===== src/rtl/game_state_ctrl_if.sv =====
// Bundles the game-logic stage's inputs (frame strobe, keycode, bird/pipe geometry)
// and its outputs (run enable, state, collision pulse, score digits).
interface game_state_ctrl_if;
    logic        frame_clk;
    logic [7:0]  keycode;
    logic [9:0]  BallX;
    logic [9:0]  BallY;
    logic [9:0]  BallS;
    logic [9:0]  pipe1X;
    logic [9:0]  pipe1Y;
    logic [9:0]  pipe2X;
    logic [9:0]  pipe2Y;
    logic [9:0]  pipe3X;
    logic [9:0]  pipe3Y;
    logic        run;
    logic [1:0]  game_state;
    logic        collide;
    logic [9:0]  score_bin;
    logic [11:0] score_bcd;
    logic [11:0] hi_bcd;

    modport master (
        output frame_clk, keycode, BallX, BallY, BallS,
        output pipe1X, pipe1Y, pipe2X, pipe2Y, pipe3X, pipe3Y,
        input  run, game_state, collide, score_bin, score_bcd, hi_bcd
    );

    modport slave (
        input  frame_clk, keycode, BallX, BallY, BallS,
        input  pipe1X, pipe1Y, pipe2X, pipe2Y, pipe3X, pipe3Y,
        output run, game_state, collide, score_bin, score_bcd, hi_bcd
    );
endinterface


===== src/rtl/game_state_ctrl.sv =====
// Per-frame game logic: collision detection, pipe-cleared scoring with BCD and
// high-score tracking, and the IDLE/PLAY/DEAD sequencer driving the motion run enable.
module game_state_ctrl #(
    parameter logic [9:0] PIPE_W      = 10'd40,
    parameter logic [9:0] GAP_HALF    = 10'd50,
    parameter logic [9:0] FLOOR_Y     = 10'd460,
    parameter logic [7:0] START_KEY   = 8'h2C,
    parameter logic [7:0] DEAD_FRAMES = 8'd60
) (
    input  logic             Clk,
    input  logic             Reset_n,
    game_state_ctrl_if.slave bus
);

    localparam int unsigned GW = 11;
    localparam int unsigned NP = 3;

    localparam logic [1:0] ST_IDLE = 2'b00;
    localparam logic [1:0] ST_PLAY = 2'b01;
    localparam logic [1:0] ST_DEAD = 2'b10;

    localparam logic [9:0]  SCORE_MAX = 10'd999;
    localparam logic [11:0] BCD_MAX   = 12'h999;

    logic [2:0]  fs;
    logic        tick;
    logic [7:0]  key_s1;
    logic [7:0]  key_s2;

    logic [1:0]    state, state_n;
    logic          run_r, run_n;
    logic          collide_r, collide_n;
    logic [9:0]    score, score_n;
    logic [11:0]   score_dec, score_dec_n;
    logic [11:0]   hi_dec, hi_dec_n;
    logic [9:0]    hi_score, hi_score_n;
    logic [NP-1:0] passed, passed_n;
    logic [7:0]    dead_cnt, dead_cnt_n;
    logic          key_prev, key_prev_n;

    logic [GW-1:0] bx, by, bs;
    logic [GW-1:0] px [NP];
    logic [GW-1:0] py [NP];
    logic [NP-1:0] hov, hit, past;
    logic          floor_hit;

    logic [NP-1:0] new_pass;
    logic [1:0]    inc;
    logic [9:0]    sum;
    logic          key_now;
    logic          key_hit;

    // One BCD increment of 0..3 with ones->tens->hundreds carry; caller keeps result below 999.
    function automatic logic [11:0] bcd_add(input logic [11:0] b, input logic [1:0] n);
        logic [3:0] o, t, h;
        o = b[3:0] + 4'(n);
        t = b[7:4];
        h = b[11:8];
        if (o > 4'd9) begin
            o = o - 4'd10;
            t = t + 4'd1;
        end
        if (t > 4'd9) begin
            t = t - 4'd10;
            h = h + 4'd1;
        end
        return {h, t, o};
    endfunction

    // frame_clk and keycode come from other clock domains; tick is a registered rising-edge pulse.
    always_ff @(posedge Clk or negedge Reset_n) begin
        if (!Reset_n) begin
            fs     <= '0;
            tick   <= 1'b0;
            key_s1 <= '0;
            key_s2 <= '0;
        end else begin
            fs     <= {fs[1:0], bus.frame_clk};
            tick   <= fs[1] & ~fs[2];
            key_s1 <= bus.keycode;
            key_s2 <= key_s1;
        end
    end

    // Geometry widened to 11 bits and expressed with additions only so nothing underflows.
    always_comb begin
        bx    = GW'(bus.BallX);
        by    = GW'(bus.BallY);
        bs    = GW'(bus.BallS);
        px[0] = GW'(bus.pipe1X);
        px[1] = GW'(bus.pipe2X);
        px[2] = GW'(bus.pipe3X);
        py[0] = GW'(bus.pipe1Y);
        py[1] = GW'(bus.pipe2Y);
        py[2] = GW'(bus.pipe3Y);
        floor_hit = (by + bs) >= GW'(FLOOR_Y);
        hov  = '0;
        hit  = '0;
        past = '0;
        for (int i = 0; i < NP; i++) begin
            hov[i]  = ((bx + bs) >= px[i]) &&
                      (bx <= (px[i] + GW'(PIPE_W) - GW'(1) + bs));
            hit[i]  = hov[i] &&
                      (((by + GW'(GAP_HALF)) < (py[i] + bs)) ||
                       ((by + bs) > (py[i] + GW'(GAP_HALF))));
            past[i] = (px[i] + GW'(PIPE_W) + bs) <= bx;
        end
    end

    always_comb begin
        new_pass = past & ~passed;
        inc      = 2'(new_pass[0]) + 2'(new_pass[1]) + 2'(new_pass[2]);
        sum      = score + 10'(inc);
        key_now  = (key_s2 == START_KEY);
        key_hit  = key_now && !key_prev;
    end

    always_comb begin
        state_n     = state;
        collide_n   = 1'b0;
        score_n     = score;
        score_dec_n = score_dec;
        hi_dec_n    = hi_dec;
        hi_score_n  = hi_score;
        passed_n    = passed;
        dead_cnt_n  = dead_cnt;
        key_prev_n  = key_prev;

        if (tick) begin
            key_prev_n = key_now;
            case (state)
                ST_IDLE: begin
                    if (key_hit) begin
                        state_n     = ST_PLAY;
                        score_n     = '0;
                        score_dec_n = '0;
                        passed_n    = '0;
                        dead_cnt_n  = '0;
                    end
                end
                ST_PLAY: begin
                    // Collision wins over any pipe cleared on the same tick.
                    if ((|hit) || floor_hit) begin
                        state_n   = ST_DEAD;
                        collide_n = 1'b1;
                        if (score > hi_score) begin
                            hi_score_n = score;
                            hi_dec_n   = score_dec;
                        end
                    end else begin
                        // A pipe no longer past has wrapped to the right and may score again.
                        passed_n = past;
                        if (inc != 2'd0) begin
                            if (sum >= SCORE_MAX) begin
                                score_n     = SCORE_MAX;
                                score_dec_n = BCD_MAX;
                            end else begin
                                score_n     = sum;
                                score_dec_n = bcd_add(score_dec, inc);
                            end
                        end
                    end
                end
                ST_DEAD: begin
                    if (key_hit && (dead_cnt == DEAD_FRAMES)) begin
                        state_n = ST_IDLE;
                    end
                    if (dead_cnt != DEAD_FRAMES) begin
                        dead_cnt_n = dead_cnt + 8'd1;
                    end
                end
                default: state_n = ST_IDLE;
            endcase
        end

        run_n = (state_n == ST_PLAY);
    end

    always_ff @(posedge Clk or negedge Reset_n) begin
        if (!Reset_n) begin
            state     <= ST_IDLE;
            run_r     <= 1'b0;
            collide_r <= 1'b0;
            score     <= '0;
            score_dec <= '0;
            hi_dec    <= '0;
            hi_score  <= '0;
            passed    <= '0;
            dead_cnt  <= '0;
            key_prev  <= 1'b0;
        end else begin
            state     <= state_n;
            run_r     <= run_n;
            collide_r <= collide_n;
            score     <= score_n;
            score_dec <= score_dec_n;
            hi_dec    <= hi_dec_n;
            hi_score  <= hi_score_n;
            passed    <= passed_n;
            dead_cnt  <= dead_cnt_n;
            key_prev  <= key_prev_n;
        end
    end

    assign bus.run        = run_r;
    assign bus.game_state = state;
    assign bus.collide    = collide_r;
    assign bus.score_bin  = score;
    assign bus.score_bcd  = score_dec;
    assign bus.hi_bcd     = hi_dec;

endmodule


===== src/flat_wrapper.sv =====
// flat-port wrapper written by rule: the top's interface ports become plain ports
module game_state_ctrl_flat 
#(
    parameter logic [9:0] PIPE_W      = 10'd40,
    parameter logic [9:0] GAP_HALF    = 10'd50,
    parameter logic [9:0] FLOOR_Y     = 10'd460,
    parameter logic [7:0] START_KEY   = 8'h2C,
    parameter logic [7:0] DEAD_FRAMES = 8'd60
)
  (Clk, Reset_n, bus_frame_clk, bus_keycode, bus_BallX, bus_BallY, bus_BallS, bus_pipe1X, bus_pipe1Y, bus_pipe2X, bus_pipe2Y, bus_pipe3X, bus_pipe3Y, bus_run, bus_game_state, bus_collide, bus_score_bin, bus_score_bcd, bus_hi_bcd);
  game_state_ctrl_if bus_i ();
  input  logic Clk;
  input  logic Reset_n;
  input wire logic [$bits(bus_i.frame_clk)-1:0] bus_frame_clk;
  input wire logic [$bits(bus_i.keycode)-1:0] bus_keycode;
  input wire logic [$bits(bus_i.BallX)-1:0] bus_BallX;
  input wire logic [$bits(bus_i.BallY)-1:0] bus_BallY;
  input wire logic [$bits(bus_i.BallS)-1:0] bus_BallS;
  input wire logic [$bits(bus_i.pipe1X)-1:0] bus_pipe1X;
  input wire logic [$bits(bus_i.pipe1Y)-1:0] bus_pipe1Y;
  input wire logic [$bits(bus_i.pipe2X)-1:0] bus_pipe2X;
  input wire logic [$bits(bus_i.pipe2Y)-1:0] bus_pipe2Y;
  input wire logic [$bits(bus_i.pipe3X)-1:0] bus_pipe3X;
  input wire logic [$bits(bus_i.pipe3Y)-1:0] bus_pipe3Y;
  output wire logic [$bits(bus_i.run)-1:0] bus_run;
  output wire logic [$bits(bus_i.game_state)-1:0] bus_game_state;
  output wire logic [$bits(bus_i.collide)-1:0] bus_collide;
  output wire logic [$bits(bus_i.score_bin)-1:0] bus_score_bin;
  output wire logic [$bits(bus_i.score_bcd)-1:0] bus_score_bcd;
  output wire logic [$bits(bus_i.hi_bcd)-1:0] bus_hi_bcd;
  assign bus_i.frame_clk = bus_frame_clk;
  assign bus_i.keycode = bus_keycode;
  assign bus_i.BallX = bus_BallX;
  assign bus_i.BallY = bus_BallY;
  assign bus_i.BallS = bus_BallS;
  assign bus_i.pipe1X = bus_pipe1X;
  assign bus_i.pipe1Y = bus_pipe1Y;
  assign bus_i.pipe2X = bus_pipe2X;
  assign bus_i.pipe2Y = bus_pipe2Y;
  assign bus_i.pipe3X = bus_pipe3X;
  assign bus_i.pipe3Y = bus_pipe3Y;
  assign bus_run = bus_i.run;
  assign bus_game_state = bus_i.game_state;
  assign bus_collide = bus_i.collide;
  assign bus_score_bin = bus_i.score_bin;
  assign bus_score_bcd = bus_i.score_bcd;
  assign bus_hi_bcd = bus_i.hi_bcd;
  game_state_ctrl #(.PIPE_W(PIPE_W), .GAP_HALF(GAP_HALF), .FLOOR_Y(FLOOR_Y), .START_KEY(START_KEY), .DEAD_FRAMES(DEAD_FRAMES)) u_core (.Clk(Clk), .Reset_n(Reset_n), .bus(bus_i));
endmodule

===== config.mk =====
export PLATFORM = sky130hd
export DESIGN_NAME = game_state_ctrl_flat
export DESIGN_NICKNAME = d
export VERILOG_FILES = /design/src/rtl/game_state_ctrl_if.sv /design/src/rtl/game_state_ctrl.sv /design/src/flat_wrapper.sv
export SDC_FILE = /design/constraint.sdc
export NUM_CORES = 1
export LEC_CHECK = 0
export ABC_AREA = 1
export BUFFER_PORTS_ARGS = -buffer_cell sky130_fd_sc_hd__buf_4
export CORE_ASPECT_RATIO = 1.5
export CORE_MARGIN = 1.5
export CORE_UTILIZATION = 25
export CTS_CLUSTER_DIAMETER = 120
export DETAILED_ROUTE_END_ITERATION = 6
export GPL_TIMING_DRIVEN = 0
export PLACE_DENSITY_LB_ADDON = 0.1
export SLEW_MARGIN = 20
export SYNTH_ARGS = -nofsm -noshare
export SYNTH_HDL_FRONTEND = slang
export SYNTH_SLANG_ARGS = --single-unit

===== constraint.sdc =====
create_clock -name Clk -period 5.96 [get_ports Clk]
set_input_delay 0.298 -clock Clk [delete_from_list [all_inputs] [get_ports Clk]]
set_output_delay 0.298 -clock Clk [all_outputs]
set_load 0.005 [all_outputs]

==> results of run 1 <==
[metal layers]
layer  track usage [%]  up-vias  share of wire [%]
li1                  -     6478                  -
met1              18.9     5818                 41
met2              34.0      157                 55
met3              1.50       34                2.3
met4              3.08        0                1.7
met5                 0        -                  0
[kinds of logic after synthesis]
logic type / share of synthesized area (%)
and+or+nand+nor: 20.5
buffers and inverters: 10.2
AOI/OAI and AO/OA: 14.3
adders and majority gates: 31.7
xor gates and xnor gates: 8.49
DFF: 14.9
[synth_stat cells (7+ instances only)]
cell / number
o21bai_1: 20
a21o_1: 18
o21ai_2: 15
dfrtp_1: 80
o21ai_1: 19
nand2_1: 359
nor3_1: 18
a21oi_1: 153
a31oi_1: 11
xor2_1: 102
nand3b_1: 7
nand3_1: 91
fa_1: 14
o21ai_0: 66
inv_1: 346
nor2_1: 92
xnor2_1: 28
ha_1: 317
nand4_1: 35
[worst paths after layout]
| kind | end | slack (ns) | depth (start not counted) |
|---|---|---|---|
| worst max-delay path | u_core.bus.score_bcd[11] | 0.28 | 33 |
| worst min register to register | u_core.key_s2[7] | 0.35 | 0 |
| worst min-delay path | u_core.bus.hi_bcd[2] | 0.004 | 1 |
| max in group asynchronous | u_core.dead_cnt[1] | 5.44 | 1 |
| min in group Clk | u_core.key_s1[4] | 0.06 | 1 |
| worst max register to register | u_core.bus.score_bcd[11] | 2.73 | 15 |
[cell type report]
cell class	count	area (sq um)	share of cell area [%]
buffer	9	68.8	0.427
clock inverter	7	103	0.636
timing repair buffer	152	1160	7.20
multi-input combinational	1424	10400	64.5
sequential	80	2000	12.4
clock buffer	9	225	1.40
inverter	347	1310	8.13
tap	682	853	5.29
[power breakdown]
part           leakage [nW]  internal [mW]  switching (mW)
Sequential             1.04          0.684           0.148
Combinational          7.41           1.11            1.63
Clock                 0.162          0.373           0.236
[state kept, by name (all words and copies together) (netlist names), 2 cells and up]
name	flops
u_core.bus.hi_bcd	12
u_core.hi_score	10
u_core.bus.game_state	2
u_core.key_s1	8
u_core.bus.score_bin	10
u_core.dead_cnt	8
u_core.passed	3
u_core.bus.score_bcd	12
u_core.key_s2	8
u_core.fs	3
[timing repair]
action	CTS	global route
setup buffers	5	9
pin swaps	4	28
resized for setup	19	68
gates cloned	0	0
setup endpoints to repair	17	17
[critical path, delay by kind of cell]
family / cells / cell delay (ns)
xor+xnor: 2 / 0.36
simple gates: 15 / 1.70
buf+inv: 5 / 0.55
compound gates: 6 / 1.32
fa+ha+maj: 5 / 1.69
==> out/results.ini, run 1 <==
[worst_setup_path]
cp-startpoint = bus_pipe3X[3]
cp_slowest_cell = fa_2
crit_required_ns = 6.23
r2r-start = u_core.passed[2]
cp.arrival_ns = 5.95
crit_path_frequent_cell = nand2_1
endpoint_kind = flip-flop
critPathMaxStageDelay_ns = 0.53
path_max_fanout = 10
criticalPathCategory = primary input to flip-flop
start_kind = primary input

[cts]
cts_tree = done
clockBufferDepth = 2
path_clk_slew_ns = 0.06
clkSinkCount = 80
clk_latency_ns = 0.34
cts-root-buf = clkbuf_16
postCtsHoldBufs = 0
ctsHtreeMaxLevel = 3
numCtsBuffers = 9

[sta]
worst_slew_pin_slew_ns = 0.756
setup_viol = 0
max_slew_margin_pct = 49.6
hold_viol = 0
finalCritPeriodShare_pct = 95.2
fin_skew_ns = 0.00640
hold_slack_ns = 0.00450
slew_viol_final = 0
fin_crit_ns = 5.68
max_freq_mhz = 176
finalWorstSetupSlack_ns = 0.283
setup_tns_ns = 0

[routing]
drc = 0
ant_nets = 0
drtIter0Drc = 356
totalWireLength_um = 45800
via_count = 12500
drt-vias-per-instance = 4.61
wl_per_cell_um = 16.9
drt_pass1_iterations = 4

[place]
post_dp_cell_area_sq_mm = 0.0153
routabilityCongestion = 0.828
dp_hpwl_um = 39400
portBuffers = 138
dp.cells = 2680
dp_slack_ns = -0.860

[yosys]
synthCells = 1860
syn-cell-area_sq_mm = 0.0134
synth_ff_type = dfrtp_1
synth-seq-cells = 80
avgSynthCellArea_sq_um = 7.21
async_flop_share_pct = 100
synth.net_count = 2292
ys_top_cells_by_area = ha_1, dfrtp_1, nand2_1
ys.warnings.count = 0
synth-edff-count = 0
yosysSeqAreaShare_pct = 14.9
synth.distinct_cells = 47
netlist.area_leader.share_pct = 29.6
synth_top_cell_by_area = ha_1

[cells_and_area]
stdcell_count = 2710
final_core_utilization_pct = 30.5
fin_nets = 2455
drive_above_1_share_pct = 13.5
area_delta_synth_final_pct = 20.2
final_common_cell = nand2_1
nFillCells = 5853
antenna_cells_inserted = 0
stdcell_area_sq_mm = 0.0161
final_cell_mix = nand2_1, inv_1, ha_1

[die]
rows = 103
die_x_um = 192
fp.dieH_um = 287
die_area_sq_mm = 0.0551
io_pins = 139
initial_core_util_pct = 25.4
design.core.area_sq_mm = 0.0528

[min_path]
hold_path.class = primary input to asynchronous set/reset pin

[global_routing]
grt_overflow = 0
grt_max_degree = 81
antenna_found_initial = 0
grt_pass1_wl_um = 71100
track_usage_pct = 16.9
first_global_vias = 13000

[power]
power_mw = 4.18
peakVddDrop_v = 0.000137
p_leak_nw = 8.61
power_density_mw_per_mm2 = 259

[run]
drv_cap = 0

[status]
status = finished, final reports clean

(Power assumes the default switching activity.)
==> inputs of run 2 (changes only) <==
Settings changed: ABC_AREA 1 to default.
==> run 2 against run 1 <==
The run now ends with hold timing left. Area after synthesis shrank 4.6%. Non-clock buffer count grew 25. Die area shrank 4.5%. Hold slack lost 0.023 ns. Synthesized cell count shrank 19%. Wire length shrank 4.5%. First-iteration DRC count shrank 13%. Sequential power shrank 27%. Global-route usage shrank 0.25 points. Worst setup slack lost 0.12 ns. Clock skew grew 0.0068 ns. Critical path type unchanged. Largest cell class unchanged. Largest power group unchanged. Highest routed layer unchanged.
==> out/results.ini, run 2 <==
[status]
status = finished, violations left
failed_checks = hold timing

[die]
fp.dieH_um = 280  ; -2.3%
die_x_um = 188  ; -2.3%
io_pins = 139  ; unchanged
design.core.area_sq_mm = 0.0505  ; -4.3%
rows = 101  ; -1.9%
initial_core_util_pct = 25.3  ; -0.068 points
die_area_sq_mm = 0.0526  ; -4.5%

[routing]
met2_length_um = 24900  ; -1.8%
drtIter0Drc = 310  ; -13%
ant_nets = 0  ; unchanged
drt-vias-per-instance = 4.79  ; +3.9%
drc = 0  ; unchanged
drt-met1-wl_um = 16500  ; -11%
wl_per_cell_um = 18.5  ; +9.2%
wl_met3_um = 979  ; -6.7%
drt_pass1_iterations = 4  ; unchanged
top_layer = met4
totalWireLength_um = 43700  ; -4.5%
via_count = 11300  ; -9.1%

[sta]
slew_viol_final = 0  ; unchanged
finalCritPeriodShare_pct = 97.3  ; +2.0 points
finalWorstSetupSlack_ns = 0.163  ; -0.121 ns
setup_viol = 0  ; unchanged
fin_crit_ns = 5.80  ; +0.121 ns
max_slew_margin_pct = 38.8  ; -11 points
worst_slew_pin_slew_ns = 0.910  ; +0.154 ns
fin_skew_ns = 0.0132  ; +0.00680 ns
hold_viol = 10  ; +10
hold_slack_ns = -0.0182  ; -0.0227 ns
setup_tns_ns = 0  ; unchanged
max_freq_mhz = 172  ; -2.1%
rsz0062_at_grt = yes

[yosys]
synth.net_count = 1947  ; -15%
avgSynthCellArea_sq_um = 8.45  ; +17%
async_flop_share_pct = 100  ; unchanged
synth-seq-cells = 80  ; unchanged
syn-cell-area_sq_mm = 0.0128  ; -4.6%
netlist_top_cells_count = ha_1, inv_1, a21oi_1
yosysSeqAreaShare_pct = 15.6  ; +0.72 points
ys.warnings.count = 0  ; unchanged
synth-edff-count = 0  ; unchanged
ys_top_cells_by_area = ha_1, dfrtp_1, xnor2_1
synth.distinct_cells = 66  ; +40%
synthCells = 1515  ; -19%
synth.most_common_cell = ha_1
synth_top_cell_by_area = ha_1
netlist.area_leader.share_pct = 31.0  ; +1.4 points
synth_ff_type = dfrtp_1

[power]
p_leak_nw = 7.68  ; -11%
clkPwrFrac_pct = 17.5  ; +2.9 points
p_seq_share_pct = 18.3  ; -1.6 points
p_int_mw = 1.83  ; -16%
pwr-share-comb_pct = 64.1  ; -1.4 points
peakVddDrop_v = 0.000173  ; +27%
power_density_mw_per_mm2 = 208  ; -20%
power_mw = 3.30  ; -21%
netSwitchingFraction_pct = 44.6  ; -3.5 points
p_sw_mw = 1.47  ; -27%

[cts]
postCtsHoldBufs = 0  ; unchanged
clockBufferDepth = 2  ; unchanged
cts-root-buf = clkbuf_16
numCtsBuffers = 9  ; unchanged
ctsHtreeMaxLevel = 3  ; unchanged
cts_tree = done
clkSinkCount = 80  ; unchanged
clk_latency_ns = 0.34  ; about the same
path_clk_slew_ns = 0.06  ; about the same

[global_routing]
first_global_vias = 12100  ; -7.5%
antenna_found_initial = 0  ; unchanged
grt_overflow = 0  ; unchanged
track_usage_pct = 16.7  ; -0.25 points
grt_pass1_wl_um = 66600  ; -6.3%
grt_max_degree = 81  ; unchanged

[cells_and_area]
antenna_cells_inserted = 0  ; unchanged
stdcell_count = 2370  ; -13%
final_core_utilization_pct = 31.4  ; +0.89 points
drive_above_1_share_pct = 19.2  ; +5.7 points
fin_nets = 2128  ; -13%
final_common_cell = ha_1
area_delta_synth_final_pct = 24.1
final_cell_mix = ha_1, inv_1, buf_4

[worst_setup_path]
ff2ff_path_depth = 15  ; unchanged
crit_required_ns = 6.19  ; -0.04 ns
critPathMaxStageDelay_ns = 0.50  ; -0.03 ns
start_kind = primary input
endpoint_kind = flip-flop
criticalPathCategory = primary input to flip-flop
cp.arrival_ns = 6.03  ; +0.08 ns
path_max_fanout = 5  ; -5
cp_slowest_cell = fa_2

[place]
dp.cells = 2323  ; -13%
portBuffers = 138  ; unchanged
dp_slack_ns = -1.79  ; -0.929 ns
routabilityCongestion = 0.819  ; -1.1%
dp_hpwl_um = 37900  ; -3.7%

[run]
drv_cap = 0  ; unchanged

[min_path]
hold_path.class = primary input to asynchronous set/reset pin

[run 2: changes by cell type after synthesis, sizes merged, moves of 13 or more]
cell,previous run,this run
mux2,0,23
nor2,96,78
a22o,1,14
xnor2,28,90
a21oi,155,132
nand2,364,70
o21ai,100,75
inv,347,195
a21o,18,38
nor2b,0,32
nand2b,0,34
o21a,4,17
xor2,102,50
nand3,94,31
[run 2: worst paths after layout]
kind | start | end | slack [ns]
min in group Clk | bus_frame_clk | u_core.fs[0] | 0.06
worst max-delay path | bus_BallS[1] | u_core.bus.score_bcd[9] | 0.16
worst min-delay path | Reset_n | u_core.bus.hi_bcd[1] | -0.02
worst min register to register | u_core.key_s1[3] | u_core.key_s2[3] | 0.35
max in group asynchronous | Reset_n | u_core.bus.run | 5.44
worst max register to register | u_core.passed[0] | u_core.bus.score_bcd[9] | 2.54
[run 2: cell type report]
class                      instances  area [sq um]
fill                            5523         34700
multi-input combinational       1224         10600
sequential                        80          2000
timing repair buffer             170          1330
tap                              669           837
inverter                         195           739
clock buffer                       9           225
buffer                            16          87.6
clock inverter                     7          85.1
[run 2: power groups by stage]
stage               combinational, mW  clock, mW  sequential [mW]
CTS                              2.08      0.602            0.604
detailed placement               1.92          0            0.613
floorplan                        1.28          0            0.605
global placement                 1.89          0            0.613
global route                     2.37      0.622            0.608
finish                           2.11      0.578            0.604
[run 2: layer usage]
| metal | track usage, % | vias up |
|---|---|---|
| met4 | 5.70 | 0 |
| met2 | 34.6 | 161 |
| met3 | 1.60 | 47 |
| met1 | 16.9 | 5385 |
| li1 | - | 5754 |
| met5 | 0 | - |
[run 2: logic make-up after synthesis]
family,after synthesis,share of synthesized area [%]
AOI/OAI and AO/OA,387,19.4
adders and majority gates,331,33.2
DFF,80,15.6
xor gates and xnor gates,140,9.64
buffers and inverters,211,6.38
muxes,24,2.10
and+or+nand+nor,342,13.7
[run 2: worst max-delay path: cells and delay by family]
family	cells	cell delay, ns
compound gates	10	2.11
fa+ha+maj	5	1.87
simple gates	8	0.93
buf+inv	5	0.70
xor+xnor	1	0.11
[run 2: through the flow]
step	instance area, sq um	hold WS, ns
3_3_place_gp	14700	0.332
6_report	15900	-0.0182
3_5_place_dp	14700	0.335
4_1_cts	15600	0.0420
2_1_floorplan	12800	0.00241
5_1_grt	15900	0.0415
[run 2: what timing repair did]
item / CTS / global route
pin swaps: 43 / 24
gates resized for setup: 95 / 46
cloned: 0 / 0
setup buffers: 21 / 10
setup endpoints to repair: 42 / 38
==> inputs of run 3 (changes only) <==
Settings changed: REMOVE_ABC_BUFFERS from default to 1.
==> run 3 against run 2 <==
The flow still finishes with violations (hold timing). Largest cell class unchanged. Die area unchanged. Final area up 1.3%. Register-to-register slack worse by 0.03 ns. Worst setup slack got worse by 0.097 ns. Critical path type unchanged. Hold slack worse by 0.030 ns. Highest routed layer is now met5. Critical endpoint is now u_core.bus.score_bcd[10].
==> out/results.ini, run 3 (same netlist as run 2, synthesis figures left out) <==
[status]
status = finished, violations left
failed_checks = hold timing

[sta]
setup_viol = 0  ; unchanged
fin_crit_ns = 5.89  ; +0.0974 ns
hold_slack_ns = -0.0477  ; -0.0296 ns
max_freq_mhz = 170  ; -1.7%
slew_viol_final = 0  ; unchanged
hold_viol = 15  ; +5
max_slew_margin_pct = 35.5  ; -3.3 points
worst_slew_pin_slew_ns = 0.961  ; +0.0518 ns
fin_skew_ns = 0.00490  ; -0.00830 ns
finalCritPeriodShare_pct = 98.9  ; +1.6 points
rsz0062_at_grt = yes

[worst_setup_path]
cp_slowest_cell = fa_2
crit_required_ns = 6.19  ; about the same
path_max_fanout = 5  ; unchanged
critPathMaxStageDelay_ns = 0.62  ; +0.12 ns
start_kind = primary input
cp.arrival_ns = 6.12  ; +0.09 ns
criticalPathCategory = primary input to flip-flop
endpoint_kind = flip-flop

[place]
dp.cells = 2307  ; -0.69%
portBuffers = 138  ; unchanged
dp_hpwl_um = 39500  ; +4.1%
routabilityCongestion = 0.867  ; +5.9%

[power]
peakVddDrop_v = 0.000139  ; -20%
netSwitchingFraction_pct = 44.3  ; -0.31 points
p_sw_mw = 1.51  ; +2.5%
p_int_mw = 1.90  ; +3.8%
power_density_mw_per_mm2 = 212  ; +1.9%
p_leak_nw = 7.75  ; +0.96%
clkPwrFrac_pct = 18.4  ; +0.9 points
pwr-share-comb_pct = 63.8  ; -0.3 points
p_seq_share_pct = 17.9  ; -0.4 points

[routing]
drt-vias-per-instance = 4.84  ; +1.2%
totalWireLength_um = 46400  ; +6.1%
wl_per_cell_um = 19.6  ; +6.0%
drt_pass1_iterations = 5  ; +1
ant_nets = 0  ; unchanged
via_count = 11500  ; +1.3%
drtIter0Drc = 281  ; -9.4%
drc = 0  ; unchanged

[global_routing]
track_usage_pct = 17.6  ; +0.91 points
first_global_vias = 12200  ; +0.91%
grt_overflow = 0  ; unchanged
antenna_found_initial = 1  ; +1
grt_max_degree = 81  ; unchanged
grt_pass1_wl_um = 69200  ; +3.9%

[die]
rows = 101  ; unchanged
die_x_um = 188  ; unchanged
io_pins = 139  ; unchanged
initial_core_util_pct = 25.3  ; unchanged
fp.dieH_um = 280  ; unchanged
die_area_sq_mm = 0.0526  ; unchanged
design.core.area_sq_mm = 0.0505  ; unchanged

[cts]
postCtsHoldBufs = 0  ; unchanged
numCtsBuffers = 9  ; unchanged
clockBufferDepth = 2  ; unchanged
path_clk_slew_ns = 0.06  ; about the same
cts-root-buf = clkbuf_16
clk_latency_ns = 0.35  ; about the same
cts_tree = done
ctsHtreeMaxLevel = 3  ; unchanged
clkSinkCount = 80  ; unchanged

[run]
drv_cap = 0  ; unchanged

[min_path]
hold_path.class = primary input to asynchronous set/reset pin

[cells_and_area]
fin_nets = 2131  ; +0.14%
area_delta_synth_final_pct = 25.7
drive_above_1_share_pct = 20.5  ; +1.4 points
final_common_cell = ha_1
nFillCells = 5453  ; -1.3%
final_cell_mix = ha_1, inv_1, buf_4
antenna_cells_inserted = 0  ; unchanged
stdcell_count = 2373  ; +0.13%

[run 3: changes by cell type in the layout (fill, tap and decap cells not counted), sizes merged]
cell      change
bufinv        +1
clkinv        -2
clkbuf       -10
clkinvlp      +2
buf          +13
inv           -1
[run 3: power by group through the flow]
stage / Clock, mW / Sequential, mW / Combinational, mW
2_1_floorplan: 0 / 0.608 / 1.27
3_3_place_gp: 0 / 0.617 / 1.91
3_5_place_dp: 0 / 0.619 / 1.93
4_1_cts: 0.648 / 0.608 / 2.06
5_1_grt: 0.668 / 0.613 / 2.42
6_report: 0.625 / 0.609 / 2.17
[run 3: path summary, 6_finish.rpt]
check	from	endpoint	slack, ns	depth (start not counted)
setup / recovery	bus_pipe3X[3]	u_core.bus.score_bcd[10]	0.07	33
hold / removal	Reset_n	u_core.hi_score[0]	-0.05	1
setup reg to reg	u_core.passed[1]	u_core.bus.score_bcd[9]	2.51	14
hold reg to reg	u_core.key_s1[4]	u_core.key_s2[4]	0.35	0
max in group asynchronous	Reset_n	u_core.key_s2[3]	5.41	1
min in group Clk	bus_keycode[7]	u_core.key_s1[7]	0.06	1
[run 3: repair_timing]
action                                  in CTS  in global routing
cloned                                       0                  0
gates resized for setup                     77                 78
endpoints found under the setup margin      47                 37
setup buffers                               25                 26
pin swaps                                   33                 57
[run 3: metal layers]
layer  vias up  GRT usage [%]  share of wire, %
met1      5441           16.2                34
met4         2           10.2               6.0
met5         -              0             0.028
met3        92           1.59               2.3
met2       214           36.6                57
li1       5745              -                 -
[run 3: through the flow]
step	power [mW]	TNS (ns)	setup slack [ns]	instance area, sq um	utilization, %
2_1_floorplan	1.88	-0.183	-0.142	12700	-
3_3_place_gp	2.53	-84.94	-2.26	14600	28.9
3_5_place_dp	2.55	-65.27	-1.89	14600	28.9
4_1_cts	3.31	-0.0697	-0.0505	15500	30.6
5_1_grt	3.70	-4.50	-0.201	16100	31.8
6_report	3.40	0	0.0651	16100	31.8
[run 3: critical path: cells and delay by family]
kind                       cells  cell delay (ns)
and+or+nand+nor               10             1.18
xor gates and xnor gates       4             0.73
AOI/OAI and AO/OA              6             1.07
adders and majority gates      6             1.98
buffers and inverters          7             0.81
[run 3: layout make-up]
type	instances	area, sq um	share of cell area (%)
multi-input combinational	1224	10700	66.4
sequential	80	2000	12.4
timing repair buffer	189	1490	9.26
tap	669	837	5.20
inverter	195	749	4.66
clock buffer	9	225	1.40
clock inverter	7	109	0.677
